$ cat src/rtl/serial_adder.sv
// Bit-serial adder/subtractor, LSB first, one bit per clock.
// Result and carry are registered and held until the next op.
module serial_adder #(
  parameter int WIDTH = 8
) (
  input  logic             clk,
  input  logic             rst_n,
  input  logic             start,
  input  logic             sub,
  input  logic [WIDTH-1:0] a,
  input  logic [WIDTH-1:0] b,
  output logic             busy,
  output logic             done,
  output logic [WIDTH-1:0] sum,
  output logic             carry
);

  localparam int CW = $clog2(WIDTH + 1);
  localparam logic [CW-1:0] LAST = CW'(WIDTH - 1);

  typedef enum logic [1:0] {
    IDLE,
    RUN,
    DONE
  } state_t;

  state_t           r_state;
  logic [WIDTH-1:0] r_a;
  logic [WIDTH-1:0] r_b;
  logic [WIDTH-1:0] r_res;
  logic             r_c;
  logic [CW-1:0]    r_cnt;

  logic             w_s;
  logic             w_co;
  logic [WIDTH-1:0] w_res_next;

  // one full-adder slice on the current LSBs
  always_comb begin
    w_s  = r_a[0] ^ r_b[0] ^ r_c;
    w_co = (r_a[0] & r_b[0]) |
           (r_a[0] & r_c) |
           (r_b[0] & r_c);
    w_res_next = r_res |
                 (WIDTH'(w_s) << r_cnt);
  end

  // control FSM plus datapath registers
  always_ff @(posedge clk) begin
    if (!rst_n) begin
      r_state <= IDLE;
      r_a     <= '0;
      r_b     <= '0;
      r_res   <= '0;
      r_c     <= 1'b0;
      r_cnt   <= '0;
      sum     <= '0;
      carry   <= 1'b0;
      busy    <= 1'b0;
      done    <= 1'b0;
    end else begin
      unique case (r_state)
        IDLE: begin
          done <= 1'b0;
          if (start) begin
            r_a     <= a;
            r_b     <= sub ? ~b : b;
            r_c     <= sub;
            r_cnt   <= '0;
            r_res   <= '0;
            busy    <= 1'b1;
            r_state <= RUN;
          end
        end
        RUN: begin
          r_a   <= r_a >> 1;
          r_b   <= r_b >> 1;
          r_c   <= w_co;
          r_res <= w_res_next;
          r_cnt <= r_cnt + CW'(1);
          if (r_cnt == LAST) begin
            sum     <= w_res_next;
            carry   <= w_co;
            busy    <= 1'b0;
            done    <= 1'b1;
            r_state <= DONE;
          end
        end
        DONE: begin
          done    <= 1'b0;
          r_state <= IDLE;
        end
        default: r_state <= IDLE;
      endcase
    end
  end

endmodule

$ cat config.mk
export PLATFORM = sky130hd
export DESIGN_NAME = serial_adder
export DESIGN_NICKNAME = d
export VERILOG_FILES = /design/src/rtl/serial_adder.sv
export SDC_FILE = /design/constraint.sdc
export NUM_CORES = 1
export LEC_CHECK = 0
export ABC_CLOCK_PERIOD_IN_PS = 3200
export CAP_MARGIN = 20
export CORE_MARGIN = 2
export CORE_UTILIZATION = 57
export DETAILED_ROUTE_END_ITERATION = 10
export PLACE_DENSITY = 0.87
export SYNTH_ARGS = -nofsm -noshare
export SYNTH_HDL_FRONTEND = slang
export SYNTH_SLANG_ARGS = --single-unit
$ cat constraint.sdc
create_clock -name clk -period 3.2 [get_ports clk]
set_input_delay 0.64 -clock clk [delete_from_list [all_inputs] [get_ports clk]]
set_output_delay 0.64 -clock clk [all_outputs]
set_load 0.005 [all_outputs]
==> results by group, run 1 <==
Status
  • Outcome: finished, final reports clean

Floorplan
  • Placeable core region: between 0.003 and 0.004 mm2
  • Number of ports placed on the die boundary: 31
  • Initial standard-cell utilization of the core: around three fifths
  • Total die area: 0.00395 mm2
  • Die height: around 63 um
  • Cell Rows: 21
  • Die width: 62.9 um

Pwr
  • Relative contribution of sequential cells to total power: 60.8%
  • Net switching fraction of the power: around a quarter
  • Proportion of power drawn by the clock network: between 20% and 30%
  • IR Drop Worst-Case VDD: roughly 0.38 mV
  • P_int: about 690 uW
  • Sw power: about 240 uW
  • Lkg Pwr: about 0.00075 uW
  • Areal power density over the cells: just over 400 mW/mm2
  • Proportion of power drawn by combinational gates: roughly 14%

Timing
  • Minimum period implied by the final worst setup slack: slightly above 2000 ps
  • Relative max-transition margin: 32.5%
  • Number of failing setup endpoints in the final timing report: 0
  • Final Slew Violations: 0
  • Worst slew pin tran: approximately 1000 ps
  • Worst clock skew: roughly 12 ps
  • Maximum achievable frequency: between 400 and 500 MHz
  • Total Negative Setup Slacks: 0 ps
  • RSZ-0062 raised after global routing: no
  • Final clock period utilization by the worst path: between 60% and 70%
  • Count of final hold-check violations: 0

Drt
  • Antenna-violating nets left: 0
  • Sum of routed wire length over all layers: 3950 um
  • Vias post-DR: between 1500 and 2000
  • DRC viols: 0
  • Wire per inst: 14.1 um
  • Initial DRC count: 95
  • Mean number of vias per cell: slightly below 6
  • Number of iterations in the first detailed-routing pass: 4

Synth
  • Adder and majority cell fraction of the synthesized area: between 1.5 and 2%
  • Count of cell types in the netlist: 48
  • Xor and xnor fraction of the mapped netlist area: about 3.5%
  • Register area share after synthesis: a little over two fifths
  • Compound-gate portion of the synthesized area: around 28%
  • Largest family of logic cells by synthesized area: compound AO/OA/AOI/OAI gates
  • Flops & latches, synth: 42
  • Post-synthesis instance area: ~0.0020 mm2
  • Simple logic cell fraction of the synthesized area: between 15 and 20%
  • Cell type contributing the most total cell area after synthesis: sky130_fd_sc_hd__dfxtp_1
  • Count of flip-flops with a built-in enable after synthesis: 0
  • Top FF cell, synth: sky130_fd_sc_hd__dfxtp_1
  • Number of standard cells after synthesis: between 200 and 250
  • Async set or reset register ratio after synthesis: 0%
  • Number of synthesis warnings: 0
  • Post-synth net total: between 200 and 250
  • Cell types with the largest area share after synthesis: sky130_fd_sc_hd__dfxtp_1 43%, sky130_fd_sc_hd__a21oi_1 5.3%, sky130_fd_sc_hd__a22oi_1 4.6%, sky130_fd_sc_hd__xnor2_1 3.1%, sky130_fd_sc_hd__o21ai_0 2.8%
  • Top-area cell type share of the netlist area: 42.6%
  • Average cell area after synthesis: 9.27 um2
  • Multiplexer share of the synthesized area: 0.507%

Worst setup path
  • Reg-to-reg critical path startpoint: r_state[0]
  • Kind of end point of the critical path: flip-flop
  • CP Class: in2reg
  • Maximum fanout along the worst path: 19
  • Startpoint kind of the worst setup timing path: input pin
  • Max stage delay on crit path: between 800 and 900 ps
  • Cell-by-cell listing of the critical path: clkdlybuf4s50_1 -> or3b_4 -> a22oi_1 -> nor2_1
  • Data arrival time at the worst-slack endpoint: approximately 2200 ps
  • Startpoint of the most critical setup path: start
  • Max stage delay cell, worst path: sky130_fd_sc_hd__clkdlybuf4s50_1
  • Critical path required time: between 3000 and 4000 ps

Global routing
  • Vias in the first global route: between 1500 and 2000
  • GRT Max-Usage Layer: met2
  • GR Overflow Total: 0
  • GR met3 Demand/Resource: 4.32%
  • Antenna violations before repair: 0
  • Total track usage: 21.7%
  • Fraction of met1 tracks used by global routing: 25.6%
  • Wire length of the first global-routing pass: approximately 6700 um
  • Met2 track utilization from global routing: a little over a third
  • Pin count of the biggest net entering global routing: 34

CTS
  • Cell at the root of the clock tree: sky130_fd_sc_hd__clkbuf_4
  • Clock transition time at the flip-flop clock pins of the worst setup and hold paths: roughly 100 ps
  • Total setup buffers inserted after CTS: 0
  • Buffer levels on the longest clock path: 2
  • Post-cts hold buffer count: 0
  • Sink Count: between 40 and 50
  • Clock tree from TritonCTS: yes
  • H-tree Lvls: 2
  • TritonCTS Buffers: 5
  • Worst skew pair latency: around 340 ps
  • Number of instances resized during post-cts repair: 0

Layout
  • Share of cells above drive strength 1: 8.97%
  • Final instance count without filler cells: 280
  • Most common library cell in the layout ignoring fill and taps: sky130_fd_sc_hd__dfxtp_1
  • Count of inserted antenna diode cells: 0
  • Post-synthesis to final-layout area growth: 15.4%
  • Final nets: 256
  • Final non-filler cell area: ~0.0023 mm2
  • Most used cells in the layout excluding fill and tap cells: 42 x sky130_fd_sc_hd__dfxtp_1, 30 x sky130_fd_sc_hd__clkdlybuf4s50_1, 21 x sky130_fd_sc_hd__a21oi_1

Placed design
  • Count of buffers inserted at the top-level ports: 30
  • Routability cong.: approximately 0.79
  • Detailed placement HPWL: 2720 um
  • Cell count after placement: approximately 270
  • Cell Area, Placed: about 0.0022 mm2

Worst hold path
  • Hold Crit Start: r_res[3]
  • Min-delay worst type: reg2reg

Run
  • Maxcap violations: 0
==> cells by family (layout without fill, tap and decap cells) <==
group                    count (synthesis)  after routing
AO/OA/AOI/OAI                           83             83
XOR/XNOR                                 8              8
adder cells (fa/ha/maj)                  2              2
buffers and inverters                   26             47
flip-flops                              42             42
multiplexers                             1              1
AND/OR/NAND/NOR                         51             51
==> layout make-up <==
cell class	count	area (um2)
fillers	279	1060
multi-input cells	145	993
flip-flops and latches	42	841
repair buffers	31	308
well taps	46	57.6
clock buffers	7	45.0
inverters	9	33.8
==> sequential cells by signal (all words and copies together) (netlist names) <==
signal   flops
busy         1
carry        1
done         1
r_a          8
r_b          8
r_c          1
r_cnt        4
r_res        8
r_state      2
sum          8
==> path summary, 6_finish.rpt <==
kind / to / slack [ps] / cells after the start
max reg2reg: r_b[4] / 1340 / 3
max: r_res[1] / 1170 / 4
min: r_res[3] / 480 / 2
min reg2reg: r_res[3] / 480 / 2
==> power groups by stage <==
stage               combinational, uW  sequential (uW)  clock (uW)
floorplan                        96.2              568           0
global placement                  129              574           0
detailed placement                132              575           0
CTS                               133              563         238
global route                      146              567         259
finish                            132              563         232
==> worst max-delay path: cells and delay by family <==
kind | cells | cell delay, ps
AND/OR/NAND/NOR | 2 | 540
buffers and inverters | 1 | 830
AO/OA/AOI/OAI | 1 | 210
==> metrics by stage <==
stage | hold slack (ps) | utilization, % | setup slack [ps] | total power [uW]
4_1_cts | 478 | 68.3 | 1180 | 934
6_report | 476 | 68.3 | 1170 | 927
2_1_floorplan | 432 | - | 1640 | 664
3_5_place_dp | 463 | 66.9 | 806 | 707
5_1_grt | 504 | 68.3 | 1070 | 971
3_3_place_gp | 455 | 66.9 | 848 | 703
==> layer usage <==
metal	routed length [um]	vias up
li1	-	824
met2	1890	40
met4	91	0
met3	194	8
met1	1770	778
met5	0	-
==> cells in the mapped netlist (all sizes together) (2+ instances only) <==
cell,number
a211oi,6
a21oi,25
a221oi,2
a22oi,12
a31oi,3
buf,14
clkbuf,3
dfxtp,42
inv,8
nand2,6
nand3,9
nor2,10
nor2b,2
nor3,6
nor3b,4
o21ai,16
o221ai,5
o22ai,7
o2bb2ai,2
o31ai,2
or3b,6
xnor2,7
Note: power is estimated with default switching activity, not from simulation.
==> run 2, diff against run 1 <==
Settings changed: ABC_CLOCK_PERIOD_IN_PS 3200 to 1900, CORE_UTILIZATION 57 to 53, PLACE_DENSITY 0.87 to 0.82.
Clock period 3.2 ns to 1.9 ns, I/O delays scaled along.
==> run 2 against run 1 <==
Against the previous run: critical path depth increased by 1; final cell count rose by 5.7%; sequential power up 67%; utilization decreased by 1.2 points; count of clock-buffer cells in the layout fell by 1; non-clock buffer count grew 13; first-iteration DRC count rose by 24%; global-route usage decreased by 0.16 points; die area is 7.1% higher; register-to-register slack lost 1200 ps; clock skew decreased by 3.6 ps.
==> results by group, run 2 (synthesis results as in run 1) <==
Status
  • Outcome: finished, final reports clean

Worst setup path
  • Maximum fanout along the worst path: 3
  • Data arrival time at the worst-slack endpoint: ~2000 ps
  • Startpoint kind of the worst setup timing path: flip-flop
  • Max stage delay on crit path: 560 ps
  • Max stage delay cell, worst path: sky130_fd_sc_hd__fa_1
  • Startpoint of the most critical setup path: r_a[0]
  • Capture instance of the worst register-to-register path: sum[5]
  • Reg-to-reg critical path startpoint: r_a[0]
  • Cell-by-cell listing of the critical path: inv_1 -> fa_1 -> nor3b_2 -> a31oi_1 -> a211oi_1
  • Critical path required time: between 2000 and 2500 ps
  • Kind of end point of the critical path: flip-flop
  • Worst reg2reg setup slack: approximately 110 ps
  • Path depth of the worst reg2reg path: 5
  • Critical path capture point: sum[5]
  • CP Class: reg2reg

Floorplan
  • Total die area: 0.00423 mm2
  • Die width: ~65 um
  • Number of ports placed on the die boundary: 31
  • Cell Rows: 22
  • Die height: ~65 um
  • Initial standard-cell utilization of the core: a little over half
  • Placeable core region: ~0.0036 mm2

Pwr
  • IR Drop Worst-Case VDD: 0.518 mV
  • Lkg Pwr: about 0.00084 uW
  • Areal power density over the cells: between 700 and 800 mW/mm2
  • Power Total: roughly 1800 uW

CTS
  • TritonCTS Buffers: 5
  • Worst skew pair latency: ~290 ps
  • H-tree Lvls: 2
  • Buffer levels on the longest clock path: 2
  • Clock tree from TritonCTS: yes
  • Sink Count: 42
  • Clock transition time at the flip-flop clock pins of the worst setup and hold paths: about 80 ps
  • Post-cts hold buffer count: 0
  • Total setup buffers inserted after CTS: 0
  • Cell at the root of the clock tree: sky130_fd_sc_hd__clkbuf_8
  • Number of instances resized during post-cts repair: 0

Drt
  • Initial DRC count: roughly 120
  • Met3 wire len: roughly 190 um
  • Sum of routed wire length over all layers: approximately 4200 um
  • Number of iterations in the first detailed-routing pass: 4
  • Top layer used by detailed routing: met4
  • Met2 wirelength from detailed routing: 2090 um
  • DRC viols: 0
  • Vias post-DR: between 1500 and 2000
  • Routed length on met1: 1840 um
  • Wire per inst: about 14 um
  • Mean number of vias per cell: 5.80
  • Antenna-violating nets left: 0

Global routing
  • GR Overflow Total: 0
  • Vias in the first global route: 1600
  • Antenna violations before repair: 0
  • Total track usage: between 20% and 30%
  • Pin count of the biggest net entering global routing: 26
  • Wire length of the first global-routing pass: between 7000 and 8000 um

Timing
  • Maximum achievable frequency: between 500 and 600 MHz
  • Final Slew Violations: 0
  • Total Negative Setup Slacks: 0 ps
  • Count of final hold-check violations: 0
  • Number of failing setup endpoints in the final timing report: 0
  • Final clock period utilization by the worst path: 94.4%
  • RSZ-0062 raised after global routing: no
  • Worst slew pin tran: around 430 ps
  • Relative max-transition margin: 71.6%
  • Worst clock skew: about 8.1 ps
  • Minimum period implied by the final worst setup slack: around 1800 ps

Layout
  • Most used cells in the layout excluding fill and tap cells: 42 x sky130_fd_sc_hd__dfxtp_1, 30 x sky130_fd_sc_hd__clkdlybuf4s50_1, 21 x sky130_fd_sc_hd__a21oi_1
  • Most common library cell in the layout ignoring fill and taps: sky130_fd_sc_hd__dfxtp_1
  • Final non-filler cell area: 0.00244 mm2
  • Post-synthesis to final-layout area growth: 23.4%
  • Final nets: approximately 270
  • Count of inserted antenna diode cells: 0
  • Share of cells above drive strength 1: between 10% and 20%

Worst hold path
  • Min-delay worst type: reg2reg
  • Hold Crit Start: r_res[3]

Placed design
  • Cell Area, Placed: ~0.0023 mm2
  • Detailed placement HPWL: 2950 um
  • Routability cong.: ~0.83
  • Count of buffers inserted at the top-level ports: 30

Run
  • Maxcap violations: 0
==> run 2: cell count changes in the layout (fill, tap and decap cells not counted) <==
| cell | delta |
|---|---|
| sky130_fd_sc_hd__clkbuf_8 | +5 |
| sky130_fd_sc_hd__clkbuf_1 | -1 |
| sky130_fd_sc_hd__clkinv_2 | +1 |
| sky130_fd_sc_hd__clkbuf_4 | -5 |
| sky130_fd_sc_hd__a211oi_2 | +1 |
| sky130_fd_sc_hd__a211oi_1 | -1 |
| sky130_fd_sc_hd__buf_4 | +12 |
| sky130_fd_sc_hd__buf_12 | +1 |
| sky130_fd_sc_hd__clkinv_4 | +1 |
==> run 2: worst min-delay path by stage <==
stage / to / slack (ps) / depth (start not counted)
6_report: r_res[3] / 460 / 2
5_1_grt: r_res[3] / 470 / 2
3_5_place_dp: r_res[3] / 450 / 2
2_1_floorplan: r_res[3] / 430 / 2
3_3_place_gp: r_res[3] / 440 / 2
4_1_cts: r_res[3] / 460 / 2
==> run 2: where the power goes <==
part | switching (uW) | internal [uW] | total, uW
registers | 26.0 | 917 | 943
logic | 125 | 125 | 250
clock network | 299 | 259 | 559
total | 451 | 1300 | 1750
==> run 2: routing by layer <==
layer / GRT usage [%] / up-vias
met1: 26.8 / 806
met2: 36.2 / 48
li1: - / 853
met4: 9.90 / 0
met3: 3.65 / 9
met5: 0 / -
==> run 2: metrics by stage <==
| step | utilization [%] | hold slack (ps) | setup slack [ps] | instances |
|---|---|---|---|---|
| finish | 67.1 | 460 | 107 | 296 |
| global route | 67.1 | 470 | 12.9 | 296 |
| CTS | 66.9 | 457 | 93.5 | 296 |
| detailed placement | 64.6 | 445 | 111 | 288 |
| global placement | 64.6 | 442 | 196 | 288 |
| floorplan | - | 432 | 345 | 213 |
==> run 2: cell type report <==
class | count | area (um2)
clock inverters | 2 | 13.8
well taps | 48 | 60.1
multi-input cells | 145 | 998
clock buffers | 6 | 72.6
flip-flops and latches | 42 | 841
inverters | 9 | 33.8
repair buffers | 44 | 418
fillers | 307 | 1200
==> run 2: critical path, delay by kind of cell (launching register included) <==
family	cells	cell delay (ps)
AOI/OAI and AO/OA	2	410
adders and majority gates	1	560
buffers and inverters	1	70
DFF	1	370
and+or+nand+nor	1	300
